==> src/rtl/barrel_shift_pipelined.sv <==
// Pipelined barrel shifter: one register stage per shift-amount bit.
// Supports LSL/LSR/ASR/ROR; valid/ready on both sides with a global stall.
module barrel_shift_pipelined #(
    parameter  int unsigned N  = 8,
    localparam int unsigned SW = $clog2(N)
) (
    input  logic          clk,
    input  logic          rst,
    input  logic          arg_vld,
    output logic          arg_rdy,
    input  logic [N-1:0]  arg_data,
    input  logic [SW-1:0] arg_shamt,
    input  logic [1:0]    arg_mode,
    output logic          res_vld,
    input  logic          res_rdy,
    output logic [N-1:0]  res_data
);

    localparam logic [1:0] MODE_LSL = 2'b00;
    localparam logic [1:0] MODE_LSR = 2'b01;
    localparam logic [1:0] MODE_ASR = 2'b10;

    logic          en_c;

    logic          vld_q   [SW];
    logic          vld_d   [SW];
    logic [N-1:0]  data_q  [SW];
    logic [N-1:0]  data_d  [SW];
    logic [SW-1:0] shamt_q [SW];
    logic [SW-1:0] shamt_d [SW];
    logic [1:0]    mode_q  [SW];
    logic [1:0]    mode_d  [SW];
    logic          sign_q  [SW];
    logic          sign_d  [SW];

    // Inputs seen by each stage: stage 0 takes the operand, stage k takes stage k-1.
    logic          src_vld   [SW];
    logic [N-1:0]  src_data  [SW];
    logic [SW-1:0] src_shamt [SW];
    logic [1:0]    src_mode  [SW];
    logic          src_sign  [SW];

    // Single fixed-distance shift step; amt is always < N.
    function automatic logic [N-1:0] shift_by(
        input logic [N-1:0] d,
        input logic [1:0]   mode,
        input logic         sign,
        input int unsigned  amt
    );
        logic [N-1:0] ones;
        logic [N-1:0] res;
        ones = '1;
        case (mode)
            MODE_LSL: res = d << amt;
            MODE_LSR: res = d >> amt;
            MODE_ASR: res = (d >> amt) | (sign ? ~(ones >> amt) : '0);
            default:  res = (d >> amt) | (d << (N - amt));
        endcase
        return res;
    endfunction

    assign en_c     = !res_vld || res_rdy;
    assign arg_rdy  = en_c;
    assign res_vld  = vld_q[SW-1];
    assign res_data = data_q[SW-1];

    assign src_vld[0]   = arg_vld;
    assign src_data[0]  = arg_data;
    assign src_shamt[0] = arg_shamt;
    assign src_mode[0]  = arg_mode;
    assign src_sign[0]  = arg_data[N-1];

    for (genvar k = 1; k < SW; k++) begin : g_link
        assign src_vld[k]   = vld_q[k-1];
        assign src_data[k]  = data_q[k-1];
        assign src_shamt[k] = shamt_q[k-1];
        assign src_mode[k]  = mode_q[k-1];
        assign src_sign[k]  = sign_q[k-1];
    end

    // Next state: hold everything on stall, otherwise each stage applies its 2^k step.
    always_comb begin
        vld_d   = vld_q;
        data_d  = data_q;
        shamt_d = shamt_q;
        mode_d  = mode_q;
        sign_d  = sign_q;
        if (en_c) begin
            for (int k = 0; k < SW; k++) begin
                vld_d[k]   = src_vld[k];
                shamt_d[k] = src_shamt[k];
                mode_d[k]  = src_mode[k];
                sign_d[k]  = src_sign[k];
                data_d[k]  = src_shamt[k][k]
                           ? shift_by(src_data[k], src_mode[k], src_sign[k], 32'd1 << k)
                           : src_data[k];
            end
        end
    end

    always_ff @(posedge clk or posedge rst) begin
        if (rst) begin
            for (int k = 0; k < SW; k++) begin
                vld_q[k]   <= 1'b0;
                data_q[k]  <= '0;
                shamt_q[k] <= '0;
                mode_q[k]  <= '0;
                sign_q[k]  <= 1'b0;
            end
        end else begin
            vld_q   <= vld_d;
            data_q  <= data_d;
            shamt_q <= shamt_d;
            mode_q  <= mode_d;
            sign_q  <= sign_d;
        end
    end

endmodule

==> config.mk <==
export PLATFORM = sky130hd
export DESIGN_NAME = barrel_shift_pipelined
export DESIGN_NICKNAME = d
export VERILOG_FILES = /design/src/rtl/barrel_shift_pipelined.sv
export SDC_FILE = /design/constraint.sdc
export NUM_CORES = 1
export LEC_CHECK = 0
export ABC_AREA = 1
export ABC_CLOCK_PERIOD_IN_PS = 920
export CAP_MARGIN = 20
export CORE_MARGIN = 3
export CORE_UTILIZATION = 45
export CTS_CLUSTER_SIZE = 24
export DETAILED_ROUTE_END_ITERATION = 16
export PLACE_DENSITY = 0.75
export SLEW_MARGIN = 20
export SYNTH_ARGS = -nofsm -noshare
export SYNTH_HDL_FRONTEND = slang
export SYNTH_SLANG_ARGS = --single-unit
==> constraint.sdc <==
create_clock -name clk -period 0.92 [get_ports clk]
set_input_delay 0.184 -clock clk [delete_from_list [all_inputs] [get_ports clk]]
set_output_delay 0.184 -clock clk [all_outputs]
set_load 0.02 [all_outputs]
==> results.toml, run 1 <==
[run_status]
status = "finished, violations left"
violations = "setup timing"

[power_and_ir_drop]
p_leak_nw = 1.44
p_per_area_nw_per_um2 = 2750
peakVddDrop_uv = 1250
power.total_mw = 7.83

[layout]
syn_to_final_growth_pct = 44.6
multi_input_area_sq_um = 967
drive_above_1_share = 0.323
fin_cells = 378
n_fill_cell = 336
fin_util = 0.691
antenna_cells = 0
final-seq-area_sq_um = 903
final_area_sq_um = 2850
fin_nets = 344

[timing]
slew_headroom = 0.844
rsz0062_at_grt = "yes"
final.period_utilization = 1.23
final-setup-viol-count = 46
max_slew.worst_pin.slew_ps = 233
final_hold_viol_count = 0
max_freq_mhz = 887
setup_slack_ps = -207
drv_slew = 0
skew_ps = 3.78
min_period_ps = 1130

[placed_design]
gp_congestion = 0.852
place_inst = 358
port-buffer-count = 26
dpl.hpwl_um = 2860
dpl_cell_area_sq_um = 2390

[detailed_routing]
avgRoutedWirePerCell_um = 12.2
avgViaCountPerCell = 4.91
drt_iter0_markers = 85
dr_total_vias = 1855
wirelength_um = 4600
drtAntennaViolNets = 0
drt_first_pass_iters = 4
drc_errors = 0

[clocking]
clk_pin_slew_worst_paths_ps = 70
h-tree-depth = 2
root_buffer = "clkbuf_8"
cts_tree = "done"
cts.sinks = 36
insertion_delay_ps = 290
cts_buffers = 5
clockBufferDepth = 2

[floorplan]
initial_core_util = 0.478
die_w_um = 72.1
dieArea_sq_um = 5200
rows = 23
num_io_pins = 27
chipHeight_um = 72.1
core-area_sq_um = 4120

[critical_path]
cp_max_fo = 3
worstSetupEndpointType = "output pin"
critPathKind = "reg -> out"
start_kind = "register"
crit_arrival_ps = 940
crit_required_ps = 740

[global_routing]
grt_pass1_vias = 1661
grt_pass1_wl_um = 7290
grt_use_total = 0.181
grt_antenna_before_repair = 0
grt_overflow = 0
grt_max_degree = 22

[logic_synthesis]
synthArstFlopShare = 1.00
syn_inst = 279
syn_avg_cell_area_sq_um = 7.05
netlist.area_leader.share = 0.458
synth-seq-cells = 36
yosys_warnings = 0
synth_edf_count = 0
yosysTopAreaCell = "dfrtp_1"
synth_top_cells_by_area = "dfrtp_1, nand2_1, inv_1"
synth_cell_types = 16
synth_ff_type = "dfrtp_1"
synth_most_common_cell = "nand2_1"
synth_fp_nets = 296
synth_commonest_cells = "nand2_1, inv_1, dfrtp_1"
synth-seq-area-share = 0.458
syn_area_sq_um = 1970

[flow_run]
maxCapViolCount = 0

[hold_path]
holdCritPathClass = "in -> async"
## worst paths after layout
kind	depth (start not counted)	from	end	slack, ps
worst max-delay path	2	res_vld	arg_rdy	-210
worst min-delay path	3	rst	shamt_q[5]	290
worst min register to register	2	src_vld[0]	res_vld	450
min in group clk	3	arg_shamt[2]	shamt_q[8]	430
worst max register to register	6	res_vld	data_q[16]	-200
max in group asynchronous	3	rst	res_vld	480
## critical path, stage by stage, from the launching register on
cell,delay (ps)
dfrtp_2,420
nand2_4,110
buf_6,120
## layout by cell type, fill, tap and decap left out, types with 3 or more instances in the layout
cell	Yosys	final
nand2_1	86	76
inv_1	40	36
dfrtp_1	36	34
nor2_1	34	24
buf_4	11	19
nand3_1	16	16
clkdlybuf4s50_1	0	16
a21oi_2	0	13
o21ai_2	0	12
nor2_2	1	11
buf_6	1	10
o21ai_1	2	9
nand2_2	0	9
buf_12	0	8
a21oi_1	20	7
clkbuf_8	0	6
inv_2	2	4
clkbuf_16	0	3
## where the power goes
group	total, mW	internal (mW)	switching (mW)
Clock	1.14	0.610	0.526
Combinational	3.93	1.96	1.97
Sequential	2.77	2.21	0.561
## cells by family (layout without fill, tap and decap cells)
kind of cell / Yosys count / after routing / synth area share
AND/OR/NAND/NOR: 141 / 141 / 0.292
flip-flops: 36 / 36 / 0.458
AO/OA/AOI/OAI: 44 / 44 / 0.112
buffers and inverters: 58 / 107 / 0.138
## metrics by stage
stage                     setup TNS [ps]  hold WS, ps  setup slack, ps
after CTS                          -4870          278             -192
after global routing               -7360          297             -245
after floorplan                    -2080          137            -88.2
after detailed placement          -18850          431             -617
after global placement            -18390          434             -617
final                              -5440          285             -207
## layer usage
| metal | track usage | wire, um | part of all wire | up-vias |
|---|---|---|---|---|
| li1 | - | - | - | 948 |
| met1 | 0.214 | 1870 | 0.41 | 859 |
| met2 | 0.308 | 2440 | 0.53 | 41 |
| met3 | 0.0471 | 193 | 0.042 | 7 |
| met4 | 0.0772 | 97 | 0.021 | 0 |
| met5 | 0 | 0 | 0 | - |
## area by class of cell
cell class,instances,area share
multi-input combinational,185,0.340
sequential,36,0.318
timing repair buffer,57,0.230
inverter,42,0.0585
clock buffer,8,0.0317
tap,50,0.0220
## state kept, by name (all words and copies together), names as in the netlist
signal    flops
mode_q        4
src_vld       2
data_q       16
shamt_q       3
sign_q        2
res_data      8
res_vld       1
## what timing repair did
item,4_1_cts,5_1_grt
pin swaps,1,12
hold buffers,0,0
endpoints found under the setup margin,45,45
resized for setup,90,43
cloned,2,3
setup buffers,1,8
No activity file was read; power rests on OpenSTA's default activity.
==> run 2, diff against run 1 <==
--- a/config.mk
+++ b/config.mk
@@ -10,9 +10,10 @@
 export CAP_MARGIN = 20
 export CORE_MARGIN = 3
 export CORE_UTILIZATION = 45
-export CTS_CLUSTER_SIZE = 24
+export CTS_CLUSTER_SIZE = 10
 export DETAILED_ROUTE_END_ITERATION = 16
 export PLACE_DENSITY = 0.75
+export SETUP_SLACK_MARGIN = 0.4
 export SLEW_MARGIN = 20
 export SYNTH_ARGS = -nofsm -noshare
 export SYNTH_HDL_FRONTEND = slang
==> run 2 against run 1 <==
Compared with the run above: the flow still finishes with violations (setup timing); final area up 3.6%; clock skew is 5.6 ps higher; register-to-register slack barely moved; global-route usage shrank 0.49 points; sequential power about the same; wire length rose by 8.5%; largest cell class unchanged; hold slack worse by 1.5 ps.
==> results.toml, run 2 (synthesis results as in run 1) <==
[run_status]
status = "finished, violations left"
violations = "setup timing"

[critical_path]
cp_cell_sequence = "nand2_4, buf_12, buf_12, nand2_2, a21oi_2, nor2_2"
crit_path_frequent_cell = "buf_12"
crit_required_ps = 1100
crit_start = "res_vld"
crit_path_end = "res_data[3]"
cp_slowest_cell = "dfrtp_2"
crit_arrival_ps = 1300
r2r_start = "res_vld"
ff2ff_path_depth = 6
worstSetupEndpointType = "register"
start_kind = "register"
critPathKind = "reg -> reg"
reg2reg_slack_ps = -200
r2r_end = "res_data[3]"
max_stage_delay_ps = 420
cp_max_fo = 8

[layout]
mostFrequentLayoutCells = "nand2_1, inv_1, dfrtp_1"
syn_to_final_growth_pct = 49.8
final_area_sq_um = 2950
antenna_cells = 0
regMostFlops = "data_q"
largest_reg_flops = 16
fin_nets = 349
final_common_cell = "nand2_1"
fin_cells = 382
n_fill_cell = 321
drive_above_1_share = 0.346

[clocking]
h-tree-depth = 2
root_buffer = "clkbuf_8"
clockBufferDepth = 2
cts.sinks = 36
clk_pin_slew_worst_paths_ps = 70
cts_tree = "done"
cts_buffers = 5
insertion_delay_ps = 290

[floorplan]
chipHeight_um = 72.1
initial_core_util = 0.478
die_w_um = 72.1
num_io_pins = 27
rows = 23
core-area_sq_um = 4120
dieArea_sq_um = 5200

[global_routing]
grt_use_total = 0.176
grt_pass1_vias = 1744
grt_pass1_wl_um = 7220
grt_overflow = 0
grt_antenna_before_repair = 0
grt_max_degree = 37

[timing]
hold_slack_ps = 284
slew_headroom = 0.868
setup_slack_ps = -198
final_hold_viol_count = 0
min_period_ps = 1120
fin_setup_tns_ps = -6010
drv_slew = 0
max_freq_mhz = 894
max_slew.worst_pin.slew_ps = 197
rsz0062_at_grt = "yes"
skew_ps = 9.41
final-setup-viol-count = 46
final.period_utilization = 1.22

[detailed_routing]
drc_errors = 0
wirelength_um = 4990
dr_total_vias = 1925
drt_iter0_markers = 104
drt_first_pass_iters = 4
avgViaCountPerCell = 5.04
drtAntennaViolNets = 0
avgRoutedWirePerCell_um = 13.1

[power_and_ir_drop]
peakVddDrop_uv = 984
p_per_area_nw_per_um2 = 2860
p_leak_nw = 1.50

[placed_design]
dpl_cell_area_sq_um = 2370
gp_congestion = 0.839
place_inst = 356
dpl.hpwl_um = 2880
port-buffer-count = 26

[flow_run]
maxCapViolCount = 0

[hold_path]
holdCritPathClass = "in -> async"
## run 2: changes by cell type in the layout (fill, tap and decap cells not counted), sizes merged
cell | before | now
buf | 38 | 42
clkdlybuf4s50 | 16 | 15
dlymetal6s2s | 0 | 1
## run 2: worst max-delay path, delay by kind of cell (launching register included)
| family | cells | cell delay [ps] |
|---|---|---|
| AOI/OAI and AO/OA | 1 | 120 |
| buffers and inverters | 2 | 280 |
| DFF | 1 | 420 |
| and+or+nand+nor | 3 | 180 |
## run 2: final cells by class
cell class / instances / area [sq um] / area share
flip-flops and latches: 36 / 906 / 0.307
inverters: 42 / 164 / 0.0556
multi-input cells: 185 / 1010 / 0.341
repair buffers: 62 / 713 / 0.242
well taps: 50 / 62.6 / 0.0212
clock buffers: 7 / 96.3 / 0.0327
## run 2: how the worst min path moves through the flow
stage                 endpoint       start  cells past startpoint  slack (ps)
floorplan           data_q[10]         rst                      1         140
global placement    src_vld[1]  src_vld[1]                      2         460
detailed placement  src_vld[1]  src_vld[1]                      2         460
CTS                  data_q[9]         rst                      3         290
global route        data_q[14]         rst                      3         300
finish              shamt_q[7]         rst                      3         280
## run 2: layer usage
metal	vias to the layer above	wire, um	track usage
li1	955	-	-
met1	891	1990	0.195
met2	60	2570	0.321
met3	19	209	0.0388
met4	0	220	0.0752
met5	-	0	0
## run 2: timing repair
item	CTS	global route
hold buffers	0	0
gates resized for setup	70	71
gates cloned	1	4
buffers inserted	5	9
setup endpoints to repair	46	49
pin swaps	3	5
## run 2: report_power, final
group,switching (mW),internal (mW)
Combinational,2.22,2.21
Sequential,0.558,2.21
Clock,0.553,0.667
Total,3.33,5.09
## run 2: per-stage QoR
step                 util  setup slack, ps  power, mW
detailed placement  0.576             -628       5.63
CTS                 0.622             -179       7.20
global placement    0.576             -615       5.55
floorplan               -            -88.2       4.85
global route        0.716             -227       9.01
finish              0.716             -198       8.42
==> run 3, diff against run 2 <==
--- a/config.mk
+++ b/config.mk
@@ -6,13 +6,14 @@
 export NUM_CORES = 1
 export LEC_CHECK = 0
 export ABC_AREA = 1
-export ABC_CLOCK_PERIOD_IN_PS = 920
+export ABC_CLOCK_PERIOD_IN_PS = 1400
 export CAP_MARGIN = 20
 export CORE_MARGIN = 3
 export CORE_UTILIZATION = 45
 export CTS_CLUSTER_SIZE = 10
 export DETAILED_ROUTE_END_ITERATION = 16
-export PLACE_DENSITY = 0.75
+export HOLD_SLACK_MARGIN = 0.08
+export PLACE_DENSITY = 0.73
 export SETUP_SLACK_MARGIN = 0.4
 export SLEW_MARGIN = 20
 export SYNTH_ARGS = -nofsm -noshare
==> constraint.sdc (replaced) <==
create_clock -name clk -period 1.4 [get_ports clk]
set_input_delay 0.28 -clock clk [delete_from_list [all_inputs] [get_ports clk]]
set_output_delay 0.28 -clock clk [all_outputs]
set_load 0.02 [all_outputs]
==> run 3 against run 2 <==
Compared with the run above: the run now ends clean; clock power decreased by 39%; combinational power decreased by 50%; flip-flop and latch count unchanged; global-route usage decreased by 0.15 points; hold slack improved by 86 ps; non-clock buffer count decreased by 8; critical path depth decreased by 4; utilization decreased by 7.4 points; critical path type is now reg -> out.
==> results.toml, run 3 (synthesis results as in run 1) <==
[layout]
regMostFlops = "data_q"
mostFrequentLayoutCells = "nand2_1, inv_1, nor2_1, dfrtp_1, buf_4"
antenna_cells = 0
fin_nets = 341
largest_reg_flops = 16
syn_to_final_growth_pct = 34.4
final_common_cell = "nand2_1"
final_area_sq_um = 2650
drive_above_1_share = 0.218

[clocking]
insertion_delay_ps = 290
root_buffer = "clkbuf_8"
clk_pin_slew_worst_paths_ps = 70
cts_tree = "done"
cts_buffers = 5
cts.sinks = 36
h-tree-depth = 2
clockBufferDepth = 2

[critical_path]
crit_family = "flip-flops"
max_stage_delay_ps = 420
crit_required_ps = 1120
cp_slowest_cell = "dfrtp_2"
cp_max_fo = 2
crit_arrival_ps = 900
critPathBufInv = 1
critPathKind = "reg -> out"
cp_cell_sequence = "nand2_4, buf_6"
start_kind = "register"
worstSetupEndpointType = "output pin"

[detailed_routing]
wirelength_um = 4100
avgViaCountPerCell = 4.78
drtAntennaViolNets = 0
drt_iter0_markers = 106
dr_total_vias = 1791
drc_errors = 0
drt_first_pass_iters = 4
avgRoutedWirePerCell_um = 10.9

[flow_run]
maxCapViolCount = 0

[floorplan]
initial_core_util = 0.478
chipHeight_um = 72.1
num_io_pins = 27
dieArea_sq_um = 5200
die_w_um = 72.1
rows = 23
core-area_sq_um = 4120

[global_routing]
grt_pass1_wl_um = 7130
grt_antenna_before_repair = 0
grt_use_total = 0.174
grt_overflow = 0
grt_pass1_vias = 1653
grt_max_degree = 37

[timing]
setup_slack_ps = 220
drv_slew = 0
skew_ps = 2.60
max_slew.worst_pin.slew_ps = 231
final-setup-viol-count = 0
final_hold_viol_count = 0
min_period_ps = 1180
rsz0062_at_grt = "yes"
max_freq_mhz = 847
final.period_utilization = 0.843
slew_headroom = 0.846

[run_status]
status = "complete, no violations"

[power_and_ir_drop]
peakVddDrop_uv = 651
p_leak_nw = 1.39
p_per_area_nw_per_um2 = 1800

[placed_design]
gp_congestion = 0.825
port-buffer-count = 26
dpl.hpwl_um = 2740
dp_slack_ps = -335
dpl_cell_area_sq_um = 2300

[hold_path]
holdCritPathClass = "in -> async"
## run 3: cell types whose count changed in the layout (fill, tap and decap cells not counted), sizes merged
cell | before | now
clkbuf | 11 | 8
clkinv | 0 | 2
buf | 42 | 36
clkdlybuf4s50 | 15 | 14
dlygate4sd2 | 0 | 1
## run 3: repair_timing
| item | CTS | global route |
|---|---|---|
| hold buffers | 0 | 0 |
| endpoints found under the hold margin | 0 | 0 |
| gates cloned | 1 | 2 |
| gates resized for setup | 65 | 21 |
| setup endpoints to repair | 42 | 43 |
| buffers inserted | 1 | 12 |
## run 3: worst reg2reg max path, cell delays in order, from the launching register on
cell and delay (ps):
dfrtp_2 380, nand2_4 60, buf_12 150, buf_12 130
buf_16 130, nor2_1 120, a21oi_2 40
## run 3: final timing paths
path | startpoint | to | slack [ps] | cells past startpoint
worst max register to register | res_vld | data_q[12] | 280 | 6
min in group clk | src_vld[0] | res_vld | 460 | 2
max in group asynchronous | rst | mode_q[5] | 840 | 3
worst min register to register | src_vld[0] | res_vld | 460 | 2
worst min-delay path | rst | res_data[4] | 370 | 3
worst max-delay path | res_vld | arg_rdy | 220 | 2
## run 3: through the flow
stage	power, mW	util	hold slack (ps)	setup TNS (ps)	instances
2_1_floorplan	3.06	-	233	0	279
3_3_place_gp	3.49	0.558	436	-5930	351
3_5_place_dp	3.53	0.558	444	-6300	351
4_1_cts	4.41	0.593	375	0	361
5_1_grt	5.16	0.643	390	0	375
6_report	4.76	0.643	370	0	375
## run 3: report_power, final
group	switching, mW	internal, mW
combinational	1.10	1.09
sequential	0.360	1.45
clock	0.356	0.392
## run 3: cell type report
class	instances	area, sq um
Clock buffer	6	82.6
Clock inverter	2	10.0
Fill cell	370	1470
Inverter	42	164
Multi-Input combinational cell	185	837
Sequential cell	36	906
Tap cell	50	62.6
Timing Repair Buffer	54	583
## run 3: routing by layer
metal	track usage	routed length [um]	up-vias	part of all wire
met2	0.293	2050	41	0.50
met4	0.0919	75	0	0.018
met3	0.0346	179	5	0.044
li1	-	-	938	-
met1	0.210	1800	807	0.44
met5	0	0	-	0
